**config.mk**
```make
export PLATFORM = sky130hd
export DESIGN_NAME = spi_mstr_seq16
export DESIGN_NICKNAME = d
export VERILOG_FILES = /design/src/rtl/spi_pkg.sv /design/src/rtl/spi_mstr_seq16.sv
export SDC_FILE = /design/constraint.sdc
export NUM_CORES = 1
export LEC_CHECK = 0
export CORE_MARGIN = 3
export CORE_UTILIZATION = 58
export CTS_BUF_LIST = sky130_fd_sc_hd__clkbuf_16
export CTS_CLUSTER_SIZE = 28
export DETAILED_ROUTE_END_ITERATION = 12
export DONT_BUFFER_PORTS = 1
export HOLD_SLACK_MARGIN = 0.03
export PLACE_DENSITY = 0.74
export SKIP_LAST_GASP = 1
export SLEW_MARGIN = 15
export SYNTH_ARGS = -nofsm -noshare
export SYNTH_HDL_FRONTEND = slang
export SYNTH_SLANG_ARGS = --single-unit
```
**constraint.sdc**
```tcl
create_clock -name clk -period 4.6 [get_ports clk]
set_input_delay 0.69 -clock clk [delete_from_list [all_inputs] [get_ports clk]]
set_output_delay 0.69 -clock clk [all_outputs]
set_load 0.1 [all_outputs]
```
**src/rtl/spi_pkg.sv**
```systemverilog
// Shared types and divider decode constants for the 16-bit mode-3 SPI master.
// Decode values are functions of the divider width so every legal width shares one definition.
package spi_pkg;

    typedef enum logic [1:0] {
        IDLE        = 2'd0,
        FRONT_PORCH = 2'd1,
        SHIFT       = 2'd2,
        BACK_PORCH  = 2'd3
    } spi_state_e;

    localparam logic [4:0] PORCH_LAST    = 5'd8;
    localparam logic [4:0] LAST_RISE_CNT = 5'd15;

    function automatic logic [7:0] front_porch_load(input int w);
        return 8'((32'd1 << w) - 32'd9);
    endfunction

    function automatic logic [7:0] rise_decode(input int w);
        return 8'((32'd1 << (w - 1)) - 32'd1);
    endfunction

    function automatic logic [7:0] fall_decode(input int w);
        return 8'((32'd1 << w) - 32'd1);
    endfunction

endpackage

```
**src/rtl/spi_mstr_seq16.sv**
```systemverilog
// 16-bit SPI master, mode 3 (SCLK idles high, MOSI changes on fall, MISO sampled on rise).
// One frame per accepted wrt; done and rd_data hold until the next accepted request.
module spi_mstr_seq16
    import spi_pkg::*;
#(
    parameter int SCLK_DIV_W = 5
) (
    input  logic        clk,
    input  logic        rst,
    input  logic        wrt,
    input  logic [15:0] cmd,
    input  logic        MISO,
    output logic        SS_n,
    output logic        SCLK,
    output logic        MOSI,
    output logic        done,
    output logic [15:0] rd_data
);

    localparam logic [SCLK_DIV_W-1:0] FRONT_PORCH_LOAD = SCLK_DIV_W'(front_porch_load(SCLK_DIV_W));
    localparam logic [SCLK_DIV_W-1:0] RISE_DEC         = SCLK_DIV_W'(rise_decode(SCLK_DIV_W));
    localparam logic [SCLK_DIV_W-1:0] FALL_DEC         = SCLK_DIV_W'(fall_decode(SCLK_DIV_W));
    localparam logic [SCLK_DIV_W-1:0] DIV_ONE          = SCLK_DIV_W'(1);

    spi_state_e            state_r, state_nxt;
    logic [SCLK_DIV_W-1:0] div_r, div_nxt;
    logic [4:0]            bit_cnt_r, bit_cnt_nxt;
    logic [15:0]           shft_reg_r, shft_reg_nxt;
    logic                  miso_smpl_r, miso_smpl_nxt;
    logic                  ss_n_r, ss_n_nxt;
    logic                  done_r, done_nxt;
    logic                  sclk_r, sclk_nxt;

    // State, divider, shifter and framing registers
    always_ff @(posedge clk or posedge rst) begin
        if (rst) begin
            state_r     <= IDLE;
            div_r       <= '0;
            bit_cnt_r   <= 5'd0;
            shft_reg_r  <= 16'h0000;
            miso_smpl_r <= 1'b0;
            ss_n_r      <= 1'b1;
            done_r      <= 1'b0;
            sclk_r      <= 1'b1;
        end else begin
            state_r     <= state_nxt;
            div_r       <= div_nxt;
            bit_cnt_r   <= bit_cnt_nxt;
            shft_reg_r  <= shft_reg_nxt;
            miso_smpl_r <= miso_smpl_nxt;
            ss_n_r      <= ss_n_nxt;
            done_r      <= done_nxt;
            sclk_r      <= sclk_nxt;
        end
    end

    // Next-state and datapath decode
    always_comb begin
        state_nxt     = state_r;
        div_nxt       = div_r;
        bit_cnt_nxt   = bit_cnt_r;
        shft_reg_nxt  = shft_reg_r;
        miso_smpl_nxt = miso_smpl_r;
        ss_n_nxt      = ss_n_r;
        done_nxt      = done_r;

        case (state_r)
            IDLE: begin
                if (wrt) begin
                    shft_reg_nxt = cmd;
                    div_nxt      = FRONT_PORCH_LOAD;
                    bit_cnt_nxt  = 5'd0;
                    done_nxt     = 1'b0;
                    ss_n_nxt     = 1'b0;
                    state_nxt    = FRONT_PORCH;
                end else begin
                    state_nxt = IDLE;
                end
            end
            FRONT_PORCH: begin
                // bit_cnt times the porch so its length is 9 clocks at every divider width
                div_nxt = div_r + DIV_ONE;
                if (bit_cnt_r == PORCH_LAST) begin
                    div_nxt     = '0;
                    bit_cnt_nxt = 5'd0;
                    state_nxt   = SHIFT;
                end else begin
                    bit_cnt_nxt = bit_cnt_r + 5'd1;
                end
            end
            SHIFT: begin
                div_nxt = div_r + DIV_ONE;
                if (div_r == RISE_DEC) begin
                    miso_smpl_nxt = MISO;
                    bit_cnt_nxt   = bit_cnt_r + 5'd1;
                    if (bit_cnt_r == LAST_RISE_CNT) begin
                        state_nxt = BACK_PORCH;
                    end else begin
                        state_nxt = SHIFT;
                    end
                end else if (div_r == FALL_DEC) begin
                    shft_reg_nxt = {shft_reg_r[14:0], miso_smpl_r};
                end else begin
                    shft_reg_nxt = shft_reg_r;
                end
            end
            BACK_PORCH: begin
                // Last shift lands with SS_n release; SCLK stays high, so no 17th fall
                div_nxt = div_r + DIV_ONE;
                if (div_r == FALL_DEC) begin
                    shft_reg_nxt = {shft_reg_r[14:0], miso_smpl_r};
                    ss_n_nxt     = 1'b1;
                    done_nxt     = 1'b1;
                    state_nxt    = IDLE;
                end else begin
                    state_nxt = BACK_PORCH;
                end
            end
            default: begin
                state_nxt = IDLE;
                ss_n_nxt  = 1'b1;
            end
        endcase

        sclk_nxt = (state_nxt == SHIFT) ? div_nxt[SCLK_DIV_W-1] : 1'b1;
    end

    assign SS_n    = ss_n_r;
    assign SCLK    = sclk_r;
    assign MOSI    = shft_reg_r[15];
    assign done    = done_r;
    assign rd_data = shft_reg_r;

endmodule

```
## Yosys cells after proc, flatten, opt, wreduce, memory -nomap -nowiden

Index checks and enable logic that the tools add are counted.

- Register bits: 32
- Output and inout port bits: 20

- Add/sub/neg operators: 2
- Eq/ne operators: 12
- Mux-type cells: 21
- Reduce and logical (&&, ||, !) cells: 9

Operator list:

| cell | number |
|---|---|
| 2-to-1 mux 16 bit | 3 |
| one-hot mux 16 bit (3 select lines) | 1 |
| one-hot mux 5 bit (3 select lines) | 2 |
| 2-to-1 mux 5 bit | 5 |
| == test 5 x 4 -> 1 bit, second input constant | 3 |
| adder 5 x 1 -> 5 bit, second input constant | 2 |
| AND reduction 3 bit | 3 |
| inequality test 2 bit, second input constant | 4 |
| one-hot mux 2 bit (4 select lines) | 1 |
| == test 2 bit, second input constant | 3 |
| 2-to-1 mux 2 bit | 3 |
| nonzero test 3 bit | 2 |
| == test 5 bit, second input constant | 1 |
| 2-to-1 mux 1 bit | 5 |
| == test 2 x 1 -> 1 bit, second input constant | 1 |
| logical NOT 2 bit | 1 |
| one-hot mux 1 bit (2 select lines) | 1 |
| AND reduction 2 bit | 1 |
| nonzero test 2 bit | 1 |
| OR reduction 2 bit | 1 |

## Longest topological paths before layout

- Depth in word-level cells: 6
- Gate-level depth with buffers: 8

## Worst setup path after synthesis

OpenSTA, ideal clock, no wires.

- Path type: register to output
- Start: register shft_reg_r[15], in the netlist rd_data[15]
- End: output rd_data[15]
- Arrival: 1.340 ns
- Data required time: 3.910 ns
- Setup slack: 2.570 ns
- Cell stages (with the launch flop): 2
- Path buffers: 1
- Cell sequence: dfrtp_1 > buf_4

RTL lines:

| what | line | source |
|---|---|---|
| start: declaration | spi_mstr_seq16.sv:28 | `logic [15:0] shft_reg_r, shft_reg_nxt;` |
| start signal: assignment | spi_mstr_seq16.sv:49 | `shft_reg_r <= shft_reg_nxt;` |
| end: declaration | spi_mstr_seq16.sv:17 | `output logic [15:0] rd_data` |

No word-level cell between the ends.

## Final worst setup path

- Start: register state_r[1]
- End: register shft_reg_r[15], in the netlist rd_data[15]

- Cells in the longest elaborated chain, start to end: 3
- Elaborated cells between the ends (all ways): 8

Ends and longest elaborated chain:

| what | line | source |
|---|---|---|
| start: declaration | spi_mstr_seq16.sv:25 | `spi_state_e state_r, state_nxt;` |
| start signal: assignment | spi_mstr_seq16.sv:46 | `state_r <= state_nxt;` |
| == test 2 bit / logical NOT 2 bit (equally long branches) | spi_mstr_seq16.sv:67 | `case (state_r)` |
| inequality test 2 bit (no line) / nonzero test 3 bit (equally long branches) | -- |  |
| AND reduction 3 bit (no line) | -- |  |

Parallel ways exist; a longest one is shown, timed or not.
A chain may end at the register's enable or synchronous reset.

==> impl_results.md <==
- Sw Pwr: 0.000114 W
- Outcome: complete, no violations
- Final ANT Viol Nets: 0
- Vias in the first global route: 1193
- Antenna diode count: 0
- WP data required: 4.71 ns
- Initial antenna violation count: 0
- Slew HR: approximately 36%
- Clk_skew: 0.00441 ns
- Period minus WS final: 2.22 ns
- Yosys cell types: 36
- Share of the yosys chip area belonging to registers: approximately 46%
- Sw frac: around 19%
- Largest net degree at the start of global routing: 33
- Vias post-DR: about 1200
- Drt pass-1 iters: 4
- Final hold viol count: 0
- Post-Synthesis Cells: between 150 and 200
- Site Rows: 19
- Iteration-0 DRC count of the detailed router: 67
- Power Dens Cells: about 310 nW/µm²
- Vias/cell: approximately 6.2
- Startpoint types: flop
- Max cap viols: 0
- Final Power: around 0.00059 W
- Fin crit share: between 40% and 50%
- RSZ-0062 raised after global routing: no
- Remaining DRCs: 0
- Int Pwr: about 0.00048 W
- # clock sinks: 32
- Commonest non-fill, non-tap cell in the layout: dfrtp_1
- CTS Buf Count: 5
- Initial Util: between 60% and 70%
- Syn_nets: between 150 and 200
- Die area: approximately 3700 µm²
- Post-DP HPWL: ~2.3 mm
- Post-synthesis cell area: about 1700 µm²
- Final number of setup-violating endpoints: 0
- Final worst slack: 2.38 ns
- Setup Buffers After CTS: 0
- Width of the chip: roughly 61 µm
- Die H: approximately 61 µm
- Clock Pin Slew Worst Setup and Hold Paths: about 0.050 ns
- Fraction of registers with async set or reset after synthesis: between 90% and 100%
- Commonest cells after routing, fill and taps aside: dfrtp_1, nand2_1, mux2i_1
- Port Buf Inserts: 0
- CTS tree: built
- GRT Total Usage: a little under a fifth
- Critical-path maximum fanout: 32
- Drt wl/cell: about 16 µm
- Peak VDD IR: roughly 0.00020 V
- CP Capture Type: flop
- Mapped Avg Cell Area: 10.4 µm²
- H-tree levels: 2
- Nets: 197
- EDFF count, synth: 0
- Final core utilization: 67.8%
- Worst-Skew Late Latency: ~0.27 ns
- Maximum clock frequency: approximately 450 MHz
- Routed wire length: about 3.2 mm
- CTS max path bufs: 2
- Gr ovfl total: 0
- Static leakage: roughly 0.82 nW
- Root Buffer: clkbuf_16
- Syn. warnings: 0
- Setup CP Type: flop to flop
- Area delta synth->final: 9.04%
- Setup tns final: 0 ns
- Core area: roughly 2800 µm²
- Hold Path Class: input pin to asynchronous set/reset pin
- Sequential Power Share: 48.4%
- FILL cells: about 210
- Cts repair resizes: 0
- Logic pwr share: 1.3%
- Worst-Margin Slew: roughly 0.96 ns
- First-pass GRT wire length: a little over 5 mm
- Ys flop type: dfrtp_1
- DP Worst Slack: between 2 and 2.5 ns
- GP Congestion: around 0.84
- # hold bufs at CTS: 0
- Seq cells post-synth: 32
- Clock power share: 50.3%
- Final Max Slew Viols: 0
- Layout cells sized above 1: a little under an eighth
- Critical path arrival: 2.33 ns
- IO Count: 40
## cell type report
cell class,count,area [µm²],share of cell area [%]
inverter,10,37.5,1.97
clock inverter,3,11.3,0.592
tap,31,38.8,2.04
sequential,32,805,42.3
timing repair buffer,1,7.51,0.395
multi-input combinational,117,877,46.1
clock buffer,5,125,6.58
## per-stage QoR
stage / instance area (µm²) / std cells / hold WS, ns
global placement: 1750 / 191 / 0.480
floorplan: 1740 / 167 / 0.463
global route: 1900 / 199 / 0.434
CTS: 1890 / 199 / 0.405
detailed placement: 1750 / 191 / 0.495
finish: 1900 / 199 / 0.384
## registers in the layout (all words and copies together) (netlist names)
| register | cells |
|---|---|
| SS_n | 1 |
| miso_smpl_r | 1 |
| state_r | 2 |
| SCLK | 1 |
| bit_cnt_r | 5 |
| div_r | 5 |
| rd_data | 16 |
| done | 1 |
## Yosys cell counts (all sizes together), types with 2 or more instances
cell type | n | area [µm²]
nand2 | 23 | 86.3
o21ai | 20 | 100
buf | 7 | 40.0
a211o | 2 | 17.5
nor4b | 2 | 23.8
mux2i | 16 | 160
a21o | 2 | 15.0
o22a | 2 | 17.5
dfrtp | 30 | 751
dfstp | 2 | 52.6
nor2b | 2 | 12.5
nand2b | 3 | 18.8
nor2 | 8 | 37.5
ha | 10 | 125
and3 | 3 | 18.8
o31ai | 4 | 30.0
a21oi | 7 | 35.0
inv | 10 | 37.5
## routing by layer
metal	wire length (µm)	part of all wire, %	vias to the layer above	global-route usage (%)
li1	-	-	592	-
met1	1330	41	582	21.4
met2	1580	49	45	32.4
met3	259	8.1	6	6.38
met4	46	1.4	0	7.43
met5	0	0	-	0
## power groups by stage
stage	sequential, W	clock (W)	combinational [W]
floorplan	0.000291	0	0.00000578
finish	0.000287	0.000298	0.00000758
CTS	0.000287	0.000304	0.00000818
detailed placement	0.000291	0	0.00000818
global route	0.000287	0.000318	0.00000890
global placement	0.000291	0	0.00000796
## worst max-delay path, cell delays in order, from the launching register on
cell	delay, ns
dfrtp_1	0.41
inv_1	0.17
ha_1	0.50
nand2b_1	0.35
o2111ai_4	0.42
o21ai_0	0.21
## cell families after synthesis
| family | synth area share [%] |
|---|---|
| simple gates | 15.0 |
| mux | 9.83 |
| compound gates | 17.3 |
| buf+inv | 4.66 |
| flops | 46.1 |
| fa+ha+maj | 7.17 |
## path summary, 6_finish.rpt
check,start,to,slack [ns],depth (start not counted)
setup / recovery,state_r[1]$_DFF_PP0_,rd_data[15]$_DFFE_PP0P_,2.38,5
hold / removal,rst,miso_smpl_r$_DFFE_PP0P_,0.38,2
setup reg to reg,state_r[1]$_DFF_PP0_,rd_data[15]$_DFFE_PP0P_,2.38,5
hold reg to reg,miso_smpl_r$_DFFE_PP0P_,miso_smpl_r$_DFFE_PP0P_,0.51,1
max in group asynchronous,rst,SCLK$_DFF_PP1_,3.89,2
min in group clk,miso_smpl_r$_DFFE_PP0P_,miso_smpl_r$_DFFE_PP0P_,0.51,1
Note: power is estimated with default switching activity, not from simulation.
